`src/rtl/collatz_engine.sv`:
```
// Collatz trajectory engine: one step per clock from a loaded seed until the value reaches 1,
// reporting step count, peak value and zero/overflow/step-limit error flags.
module collatz_engine #(
  parameter int WIDTH     = 16,
  parameter int CNT_W     = 8,
  parameter int MAX_STEPS = 255,
  parameter bit SHORTCUT  = 1'b0
) (
  input  logic             clk,
  input  logic             rst_n,
  input  logic             start,
  input  logic [WIDTH-1:0] n_in,
  output logic             busy,
  output logic             done,
  output logic [CNT_W-1:0] steps,
  output logic [WIDTH-1:0] peak,
  output logic [WIDTH-1:0] cur_n,
  output logic             err_zero,
  output logic             err_ovf,
  output logic             err_timeout
);

  typedef enum logic [1:0] {IDLE, RUN, DONE} state_t;

  state_t             state_q, state_d;
  logic               busy_q, busy_d;
  logic               done_q, done_d;
  logic [CNT_W-1:0]   steps_q, steps_d;
  logic [WIDTH-1:0]   peak_q, peak_d;
  logic [WIDTH-1:0]   cur_n_q, cur_n_d;
  logic               err_zero_q, err_zero_d;
  logic               err_ovf_q, err_ovf_d;
  logic               err_timeout_q, err_timeout_d;

  logic [WIDTH+1:0]   t3;
  logic [WIDTH+1:0]   t_odd;
  logic               t_ovf;

  // 3n+1 needs two extra bits so an overflow can be seen rather than wrapped.
  always_comb begin
    t3    = ({2'b00, cur_n_q} << 1) + {2'b00, cur_n_q} + {{(WIDTH+1){1'b0}}, 1'b1};
    t_odd = SHORTCUT ? (t3 >> 1) : t3;
    t_ovf = |t_odd[WIDTH+1:WIDTH];
  end

  always_comb begin
    state_d       = state_q;
    busy_d        = busy_q;
    done_d        = 1'b0;
    steps_d       = steps_q;
    peak_d        = peak_q;
    cur_n_d       = cur_n_q;
    err_zero_d    = err_zero_q;
    err_ovf_d     = err_ovf_q;
    err_timeout_d = err_timeout_q;
    unique case (state_q)
      IDLE: begin
        if (start) begin
          steps_d       = '0;
          err_ovf_d     = 1'b0;
          err_timeout_d = 1'b0;
          busy_d        = 1'b1;
          cur_n_d       = n_in;
          peak_d        = n_in;
          if (n_in == '0) begin
            err_zero_d = 1'b1;
            state_d    = DONE;
            done_d     = 1'b1;
          end else begin
            err_zero_d = 1'b0;
            state_d    = RUN;
          end
        end
      end
      RUN: begin
        if (cur_n_q == {{(WIDTH-1){1'b0}}, 1'b1}) begin
          state_d = DONE;
          done_d  = 1'b1;
        end else if (steps_q == CNT_W'(MAX_STEPS)) begin
          err_timeout_d = 1'b1;
          state_d       = DONE;
          done_d        = 1'b1;
        end else if (!cur_n_q[0]) begin
          cur_n_d = cur_n_q >> 1;
          steps_d = steps_q + CNT_W'(1);
        end else if (t_ovf) begin
          err_ovf_d = 1'b1;
          state_d   = DONE;
          done_d    = 1'b1;
        end else begin
          cur_n_d = t_odd[WIDTH-1:0];
          steps_d = steps_q + CNT_W'(1);
          if (t_odd[WIDTH-1:0] > peak_q) peak_d = t_odd[WIDTH-1:0];
        end
      end
      DONE: begin
        state_d = IDLE;
        busy_d  = 1'b0;
      end
      default: begin
        state_d = IDLE;
        busy_d  = 1'b0;
      end
    endcase
  end

  always_ff @(posedge clk) begin
    if (!rst_n) begin
      state_q       <= IDLE;
      busy_q        <= 1'b0;
      done_q        <= 1'b0;
      steps_q       <= '0;
      peak_q        <= '0;
      cur_n_q       <= '0;
      err_zero_q    <= 1'b0;
      err_ovf_q     <= 1'b0;
      err_timeout_q <= 1'b0;
    end else begin
      state_q       <= state_d;
      busy_q        <= busy_d;
      done_q        <= done_d;
      steps_q       <= steps_d;
      peak_q        <= peak_d;
      cur_n_q       <= cur_n_d;
      err_zero_q    <= err_zero_d;
      err_ovf_q     <= err_ovf_d;
      err_timeout_q <= err_timeout_d;
    end
  end

  assign busy        = busy_q;
  assign done        = done_q;
  assign steps       = steps_q;
  assign peak        = peak_q;
  assign cur_n       = cur_n_q;
  assign err_zero    = err_zero_q;
  assign err_ovf     = err_ovf_q;
  assign err_timeout = err_timeout_q;

endmodule

```
`config.mk`:
```
export PLATFORM = sky130hd
export DESIGN_NAME = collatz_engine
export DESIGN_NICKNAME = d
export VERILOG_FILES = /design/src/rtl/collatz_engine.sv
export SDC_FILE = /design/constraint.sdc
export NUM_CORES = 1
export LEC_CHECK = 0
export BUFFER_PORTS_ARGS = -buffer_cell sky130_fd_sc_hd__buf_2
export CAP_MARGIN = 30
export CELL_PAD_IN_SITES_DETAIL_PLACEMENT = 0
export CELL_PAD_IN_SITES_GLOBAL_PLACEMENT = 1
export CORE_UTILIZATION = 45
export DETAILED_ROUTE_END_ITERATION = 7
export HOLD_SLACK_MARGIN = 0.12
export PLACE_DENSITY_LB_ADDON = 0.2
export SKIP_LAST_GASP = 1
export SYNTH_ARGS = -nofsm -noshare
export SYNTH_HDL_FRONTEND = slang
export SYNTH_SLANG_ARGS = --single-unit
```
`constraint.sdc`:
```
create_clock -name clk -period 11.9 [get_ports clk]
set_input_delay 0.595 -clock clk [delete_from_list [all_inputs] [get_ports clk]]
set_output_delay 0.595 -clock clk [all_outputs]
set_load 0.01 [all_outputs]
```
==> results of run 1 <==
==> final timing paths <==
check	start	end	slack, ns	depth (start not counted)
setup / recovery	cur_n[2]	peak[2]	7.28	18
hold / removal	peak[3]	peak[3]	0.48	2
setup reg to reg	cur_n[2]	peak[2]	7.28	18
hold reg to reg	peak[3]	peak[3]	0.48	2
==> synthesized netlist by cell type, types with 3 or more instances <==
cell type                  count
sky130_fd_sc_hd__nand3_1      13
sky130_fd_sc_hd__or3_1         3
sky130_fd_sc_hd__nor4_1        4
sky130_fd_sc_hd__and3_1        6
sky130_fd_sc_hd__nor3_1       12
sky130_fd_sc_hd__buf_6         3
sky130_fd_sc_hd__a221oi_1      3
sky130_fd_sc_hd__xnor2_1       6
sky130_fd_sc_hd__dfxtp_1      47
sky130_fd_sc_hd__ha_1         42
sky130_fd_sc_hd__clkbuf_1     17
sky130_fd_sc_hd__nor2b_1      14
sky130_fd_sc_hd__nand2_1      18
sky130_fd_sc_hd__o21ai_0      36
sky130_fd_sc_hd__o21a_1        9
sky130_fd_sc_hd__xor2_1        4
sky130_fd_sc_hd__o211ai_1      6
sky130_fd_sc_hd__nand4_1       7
sky130_fd_sc_hd__o32ai_1       4
sky130_fd_sc_hd__a211oi_1     29
sky130_fd_sc_hd__a31oi_1      21
sky130_fd_sc_hd__a311oi_1      3
sky130_fd_sc_hd__inv_1        36
sky130_fd_sc_hd__a21oi_1      19
sky130_fd_sc_hd__a21o_1        5
sky130_fd_sc_hd__nand2b_1      3
sky130_fd_sc_hd__nor2_1       35
sky130_fd_sc_hd__buf_2         5
sky130_fd_sc_hd__o32ai_2      10
sky130_fd_sc_hd__or2_2         3
==> through the flow <==
stage / utilization [%] / std cells / instance area (sq um) / total power, mW / setup WS [ns]
after global routing: 52.45 / 615 / 4288 / 0.6918 / 6.838
final: 52.45 / 615 / 4288 / 0.6458 / 7.283
after global placement: 50.83 / 607 / 4155 / 0.4989 / 7.448
after floorplan: - / 459 / 3780 / 0.4162 / 7.933
after detailed placement: 50.83 / 607 / 4155 / 0.5014 / 7.344
after CTS: 52.45 / 615 / 4288 / 0.6447 / 7.299
==> flip-flops by register name, indices dropped and copies added, names as in the netlist <==
signal and cells:
state_q 2, err_ovf 1, steps 8, peak 16, err_zero 1, cur_n 16
busy 1, err_timeout 1, done 1
==> layout make-up <==
class,count,area share [%]
multi-input combinational,350,60.34
sequential,47,21.94
timing repair buffer,69,8.404
inverter,36,3.151
tap,105,3.064
clock buffer,6,1.692
clock inverter,2,1.401
==> tightest hold or removal path, stage by stage, from the launching register on <==
cell	delay, ns
sky130_fd_sc_hd__dfxtp_1	0.33
sky130_fd_sc_hd__nand3_1	0.06
sky130_fd_sc_hd__o41ai_1	0.06
==> logic make-up (layout without fill, tap and decap cells) <==
family / after synthesis / in the layout
xor+xnor: 10 / 10
flops: 47 / 47
buf+inv: 62 / 113
mux: 2 / 2
simple gates: 127 / 127
compound gates: 168 / 168
fa+ha+maj: 43 / 43
==> power breakdown <==
part           switching (mW)  total [mW]  internal [mW]
combinational           0.191       0.309          0.118
clock                  0.0589       0.143         0.0841
sequential             0.0172       0.194          0.177
==> routing by layer <==
layer,track usage [%],up-vias,routed length [microns]
met5,0,-,0
met4,5.128,0,123
met3,3.074,10,441
met2,42.59,96,5112
met1,35.65,1755,5133
li1,-,1823,-
==> results.txt, run 1 <==
The run finished with clean final reports. The count of buffers from port buffering came out at 63. The number of placement rows is 33. The via count of the first global-routing pass was 3480. The setup TNS is 0 ns.

The library cell used most frequently in the layout, excluding fill and tap cells, is sky130_fd_sc_hd__buf_2. The combined area of the multi-input logic cells is 2587 sq um. Dividing total power by cell area gives a power density of 150.6 nW/um^2.

Counting along the longest clock path gives a buffer depth of 2. The number of H-tree levels came out at 2. The nature of the critical path startpoint is a flip-flop. The share of final-layout standard cells stronger than drive strength 1 is 20.39%. The highest cell delay on the worst timing path came out at 0.48 ns. The global route total overflow came out at 0.

The post-cts gate resize count came out at 0. The number of search-and-repair iterations in the first detailed-routing pass is 6. The clock drives 47 sinks. The tree is rooted in a sky130_fd_sc_hd__clkbuf_8. Summed over all layers, the routed wires come to 10810 microns.

The register bit total from synthesis came out at 47. The weighted congestion reported at the end of routability-driven placement came out at 0.9115. The portion of netlist area occupied by mux cells came out at 0.5627%. The number of top-level pins came out at 64. The routed wire length per instance is 17.58 microns. The netlist area before placement came out at 3780 sq um. The compound-gate portion of the synthesized area is 33.80%. The worst slew margin relative to its limit came out at 47.85%. The violation count after the first detailed-routing iteration came out at 194. The number of clock buffers inserted by TritonCTS came out at 5.

Detailed routing inserted a total of 3684 vias. The achievable clock frequency is 0.2166 GHz. The number of antenna violations at the first check in global routing came out at 0. Entering global routing, the biggest net connects 60 pins. The clock tree from TritonCTS is done. The number of hold buffers added after cts came out at 0. The antenna violation net count after detailed routing came out at 0. The final setup skew is 0.007142 ns. The register area came out at 940.9 sq um. The total track usage came out at 25.63%.

The total buffers and inverters traversed by the critical path came out at 2. The number of unique standard cell types used by synthesis came out at 58. The worst hold slack after final layout is 0.4848 ns. The worst endpoint data arrival time is 4.83 ns. After detailed routing, the number of vias per cell comes to 5.990.

The worst IR drop on VDD is 71.18 uV. The share of the cycle needed by the critical path after routing came out at 38.80%. The clock period minus worst slack is 4.617 ns.

Fill cells in the final layout number 809. The number of warnings reported in the yosys synthesis log came out at 0. The die span in y came out at 93.65 microns.

The post-synthesis average cell area came out at 8.235 sq um. Among cell families on the critical path, the largest total delay comes from compound AO/OA/AOI/OAI gates. The region available for standard cell placement spans 8175 sq um.

Traced cell by cell, the critical path runs through inv_1 -> ha_1 -> a21oi_1 -> a21oi_1 -> or4_1 -> o21ai_0 -> nor3_1 -> a311oi_1 -> ha_1 -> and3_1 -> nand4_1 -> or2_2 -> a21oi_1 -> o311a_1 -> a31oi_2 -> buf_4 -> a211oi_1 -> a211oi_1. The area share of xor/xnor cells in the synthesized design came out at 2.317%. The sort of element at the end of the critical path is a flip-flop. The insertion delay of the later-clocked pin in the worst-skew pair came out at 0.31 ns.

Clock-pin slew was measured on the worst setup and hold paths at 0.09 ns. The starting utilization of the core area is 46.24%. The final count of hold timing violations was 0. The library cell contributing the largest single delay on the critical path is sky130_fd_sc_hd__a311oi_1.

By area the synthesized netlist is led by sky130_fd_sc_hd__dfxtp_1 (25%), sky130_fd_sc_hd__ha_1 (14%), sky130_fd_sc_hd__a211oi_1 (5.8%), sky130_fd_sc_hd__o21ai_0 (4.8%), sky130_fd_sc_hd__o32ai_2 (4.3%). The primary flip-flop cell chosen by synthesis mapping is sky130_fd_sc_hd__dfxtp_1. The final number of max-transition violations came out at 0. The slew at the pin closest to its max-slew limit is 0.7794 ns.

The net count of the finished layout is 571. The type of the worst min-delay path is flip-flop to flip-flop. The data required time of the worst path is 12.11 ns. Summing the areas of all fa, ha and maj instances in the mapped netlist gives 14.43% of the synthesized area. The HPWL after detailed placement came out at 8246 microns. Setup violations remaining at the end of the flow were counted as 0.

The number of max-cap violations came out at 0. After synthesis, the share of flip-flops with an asynchronous set or reset is 0%. The largest total area in the synthesized netlist belongs to sky130_fd_sc_hd__dfxtp_1. The area share of the leading cell type in the synthesized netlist came out at 24.89%. The DRC violations left is 0. The repair_antennas step left the layout with diodes totalling 0.

The sequential cell area fraction in the yosys report came out at 24.89%. The most numerous cell type found on the critical path is sky130_fd_sc_hd__a21oi_1. The reported leakage power came out at 1.814 nW. The signed area change from the synthesized netlist to the final layout came out at 13.44%. The maximum fanout count along the critical path came out at 29.

The number of enable flip-flop cells after synthesis came out at 0. The total die area came out at 8770 sq um. The gate count after technology mapping is 459. The worst setup path is of the flip-flop to flip-flop kind. Setup repair after global routing left no endpoint under its margin. The synthesized net count is 521. By area, the combinational part of the netlist is dominated by compound AO/OA/AOI/OAI gates. The post-CTS setup repair buffer count is 0.

The floorplan die width came out at 93.65 microns. The global-route wire length before repair is 17670 microns. The library cells used most frequently in the layout, excluding fill and tap cells, are sky130_fd_sc_hd__buf_2 (63), sky130_fd_sc_hd__dfxtp_1 (47), sky130_fd_sc_hd__ha_1 (42), sky130_fd_sc_hd__inv_1 (36). The simple-gate portion of the synthesized area came out at 16.98%.
No activity file was read; power rests on OpenSTA's default activity.
==> run 2, diff against run 1 <==
--- a/config.mk
+++ b/config.mk
@@ -9,7 +9,7 @@
 export CAP_MARGIN = 30
 export CELL_PAD_IN_SITES_DETAIL_PLACEMENT = 0
 export CELL_PAD_IN_SITES_GLOBAL_PLACEMENT = 1
-export CORE_UTILIZATION = 45
+export CORE_UTILIZATION = 38
 export DETAILED_ROUTE_END_ITERATION = 7
 export HOLD_SLACK_MARGIN = 0.12
 export PLACE_DENSITY_LB_ADDON = 0.2
==> constraint.sdc (replaced) <==
create_clock -name clk -period 3.9 [get_ports clk]
set_input_delay 0.195 -clock clk [delete_from_list [all_inputs] [get_ports clk]]
set_output_delay 0.195 -clock clk [all_outputs]
set_load 0.01 [all_outputs]
==> run 2 against run 1 <==
  * The run now ends with setup timing left
  * Setup slack got worse by 7.4 ns
  * Critical path type unchanged
  * Count of clock-buffer cells in the layout unchanged
  * Via count is 8.2% higher
  * Critical endpoint is now peak[9]
  * Non-clock buffer count grew 63
  * Worst hold slack got worse by 0.25 ns
  * Clock power grew 130%
==> results.txt, run 2 (synthesis results as in run 1) <==
The share of the cycle needed by the critical path after routing came out at 103.4% (+65 points). The fill cell total of the finished layout is 958 (+18%). The number of cells in the finished layout apart from fillers is 706 (+15%).

The slew at the pin closest to its max-slew limit was 0.7529 ns (-0.02656 ns). The final setup skew came out at 0.007669 ns (+0.0005267 ns). The die span in y is 101.7 microns (+8.6%). The length in cells of the worst reg-to-reg path came out at 18 (unchanged). In this run the most critical hold path is launched from start. The total instance count after detailed placement came out at 681 (+12%). The via density per instance is 5.647 (-5.7%). The final number of max-transition violations is 0 (unchanged). The number of antenna diodes is 0 (unchanged). The insertion delay of the later-clocked pin in the worst-skew pair is 0.30 ns (about the same). The count of buffers from port buffering came to 63 (unchanged). The number of placement rows was 36 (+9.1%). The number of clock buffers inserted by TritonCTS came out at 5 (unchanged). The worst IR drop on VDD is 266.8 uV (+270%). The antenna violation net count after detailed routing is 0 (unchanged). The critical path start-end classification is flip-flop to flip-flop. Leaving out fill and tap cells, the most frequent cells in the layout are sky130_fd_sc_hd__buf_2 (63), sky130_fd_sc_hd__buf_4 (60), sky130_fd_sc_hd__dfxtp_1 (41), sky130_fd_sc_hd__inv_1 (36), sky130_fd_sc_hd__nor2_1 (34). The number of nets in the layout came out at 634 (+11%).

The pin count of the biggest net entering global routing came out at 59 (-1.7%). The endpoint of the worst hold path is state_q[0]. The run finished, with violations left.

The share of final-layout standard cells stronger than drive strength 1 came out at 36.30% (+16 points). The global route total overflow came out at 0 (unchanged). The final design utilization came out at 52.66% (+0.21 points). TritonCTS built the clock tree. The floorplan die width came out at 101.7 microns (+8.6%).

The number of cells on the worst hold path is 3 (+1). The number of antenna violations at the first check in global routing came out at 0 (unchanged). The endpoint identified for the worst register-to-register timing path is peak[9]. The worst-case setup margin in the final layout came to -0.1330 ns (-7.416 ns).

The cell sitting at the root of the clock tree is a sky130_fd_sc_hd__clkbuf_8. The HPWL after detailed placement is 9094 microns (+10%). The combined area of the multi-input logic cells was 2826 sq um (+9.2%). The sort of element at the end of the critical path is a flip-flop. STA classifies the critical path startpoint as a flip-flop.

The total track usage is 24.75% (-0.87 points). The total clock sinks is 47 (unchanged). The number of buffers between clock root and the deepest sink came out at 2 (unchanged). The vias after detailed routing is 3987 (+8.2%).

The number of search-and-repair iterations in the first detailed-routing pass came to 4 (-2). The weighted congestion reported at the end of routability-driven placement came out at 0.8573 (-5.9%). The number of hold buffers added after cts came out at 0 (unchanged). The cell area power density came to 429.3 nW/um^2 (+190%). The violation count after the first detailed-routing iteration is 139 (-28%). The startpoint of the most critical register-to-register path is cur_n[1]. The total detailed-routing wirelength came out at 12340 microns (+14%). The maximum fanout count along the critical path came out at 5 (-83%). The final number of setup-violating endpoints is 15 (+15). The via count of the first global-routing pass came out at 3882 (+12%).

The worst setup slack for register-to-register paths came to -0.13 ns (-7.42 ns). The routed wire length per instance came out at 17.48 microns (-0.56%). The worst endpoint data arrival time is 4.24 ns (-0.59 ns).

The signed area change from the synthesized netlist to the final layout is 34.92%. The number of top-level pins came to 64 (unchanged). The achievable clock frequency came to 0.2480 GHz (+14%). The number of max-cap violations came out at 0 (unchanged). The global-route wire length before repair was 19800 microns (+12%). The type of the worst min-delay path is input pin to flip-flop. The reported leakage power came out at 2.175 nW (+20%).

The library cell used most frequently in the layout, excluding fill and tap cells, is sky130_fd_sc_hd__buf_2. Setup repair after global routing could not meet its margin everywhere. The clock period minus worst slack came out at 4.033 ns (-0.5839 ns).

The register clock-pin slew on the reported worst setup and hold paths came out at 0.10 ns (about the same). The total die area is 10350 sq um (+18%). The data required time of the worst path came out at 4.11 ns (-8.00 ns). The number of H-tree levels is 2 (unchanged). The DRC violations left came to 0 (unchanged). The final count of hold timing violations was 0 (unchanged). The starting utilization of the core area came to 39.03% (-7.2 points). The checks that failed: setup timing. The placeable core region came out at 9684 sq um (+18%). The worst slew margin relative to its limit came to 49.62% (+1.8 points).

The register area came out at 955.9 sq um (+1.6%).
-- run 2: cell count changes in the layout (fill, tap and decap cells not counted), sizes merged --
cell | before | now
bufinv | 2 | 0
clkinv | 0 | 1
clkinvlp | 0 | 1
buf | 69 | 132
-- run 2: layer usage --
| layer | part of all wire, % | global-route usage (%) |
|---|---|---|
| met5 | 0 | 0 |
| met1 | 46 | 33.17 |
| met4 | 1.6 | 5.240 |
| met2 | 49 | 41.94 |
| met3 | 3.6 | 3.658 |
-- run 2: timing repair --
| item | 4_1_cts | 5_1_grt |
|---|---|---|
| buffers inserted | 14 | 1 |
| pin swaps | 25 | 8 |
| gates resized for setup | 48 | 13 |
| gates cloned | 2 | 0 |
| setup endpoints to repair | 16 | 30 |
-- run 2: layout make-up --
type	count	area share, %
Clock buffer	6	1.619
Clock inverter	2	0.3189
Inverter	36	2.650
Multi-Input combinational cell	350	55.42
Sequential cell	47	18.74
Tap cell	133	3.263
Timing Repair Buffer	132	17.98
-- run 2: power breakdown --
| group | switching (mW) | total (mW) | internal [mW] |
|---|---|---|---|
| registers | 0.0573 | 0.599 | 0.541 |
| logic | 0.684 | 1.26 | 0.579 |
| clock network | 0.183 | 0.329 | 0.145 |
-- run 2: worst max path at each step --
stage	from	to	cells after the start
floorplan	cur_n[6]	peak[14]	18
global placement	cur_n[6]	peak[15]	18
detailed placement	cur_n[6]	peak[9]	18
CTS	cur_n[1]	peak[15]	19
global route	cur_n[1]	peak[4]	19
finish	cur_n[1]	peak[9]	18
-- run 2: stage by stage --
stage	setup slack (ns)	TNS [ns]	total power [mW]	hold WS (ns)	cell area (sq um)
after floorplan	-0.01006	-0.01985	1.275	0.3576	3794
after global placement	-0.1683	-2.052	1.674	0.4540	4549
after detailed placement	-0.2261	-2.705	1.682	0.4533	4549
after CTS	-0.01240	-0.02208	2.154	0.2240	5024
after global routing	-0.2969	-3.834	2.358	0.2245	5100
final	-0.1330	-1.024	2.190	0.2308	5100
-- run 2: worst max-delay path: stages, from the launching register on --
cell and delay [ns]:
sky130_fd_sc_hd__dfxtp_2 0.34, sky130_fd_sc_hd__buf_6 0.13, sky130_fd_sc_hd__ha_4 0.15, sky130_fd_sc_hd__o211ai_1 0.29, sky130_fd_sc_hd__a21oi_2 0.12, sky130_fd_sc_hd__or4_1 0.49
sky130_fd_sc_hd__o21ai_2 0.10, sky130_fd_sc_hd__o21a_1 0.22, sky130_fd_sc_hd__a311oi_2 0.16, sky130_fd_sc_hd__ha_1 0.35, sky130_fd_sc_hd__a21o_1 0.18, sky130_fd_sc_hd__a21oi_1 0.16
sky130_fd_sc_hd__o21ai_1 0.10, sky130_fd_sc_hd__o311a_1 0.39, sky130_fd_sc_hd__a31oi_4 0.20, sky130_fd_sc_hd__buf_6 0.18, sky130_fd_sc_hd__buf_12 0.13, sky130_fd_sc_hd__a211oi_2 0.04
sky130_fd_sc_hd__a211oi_1 0.21
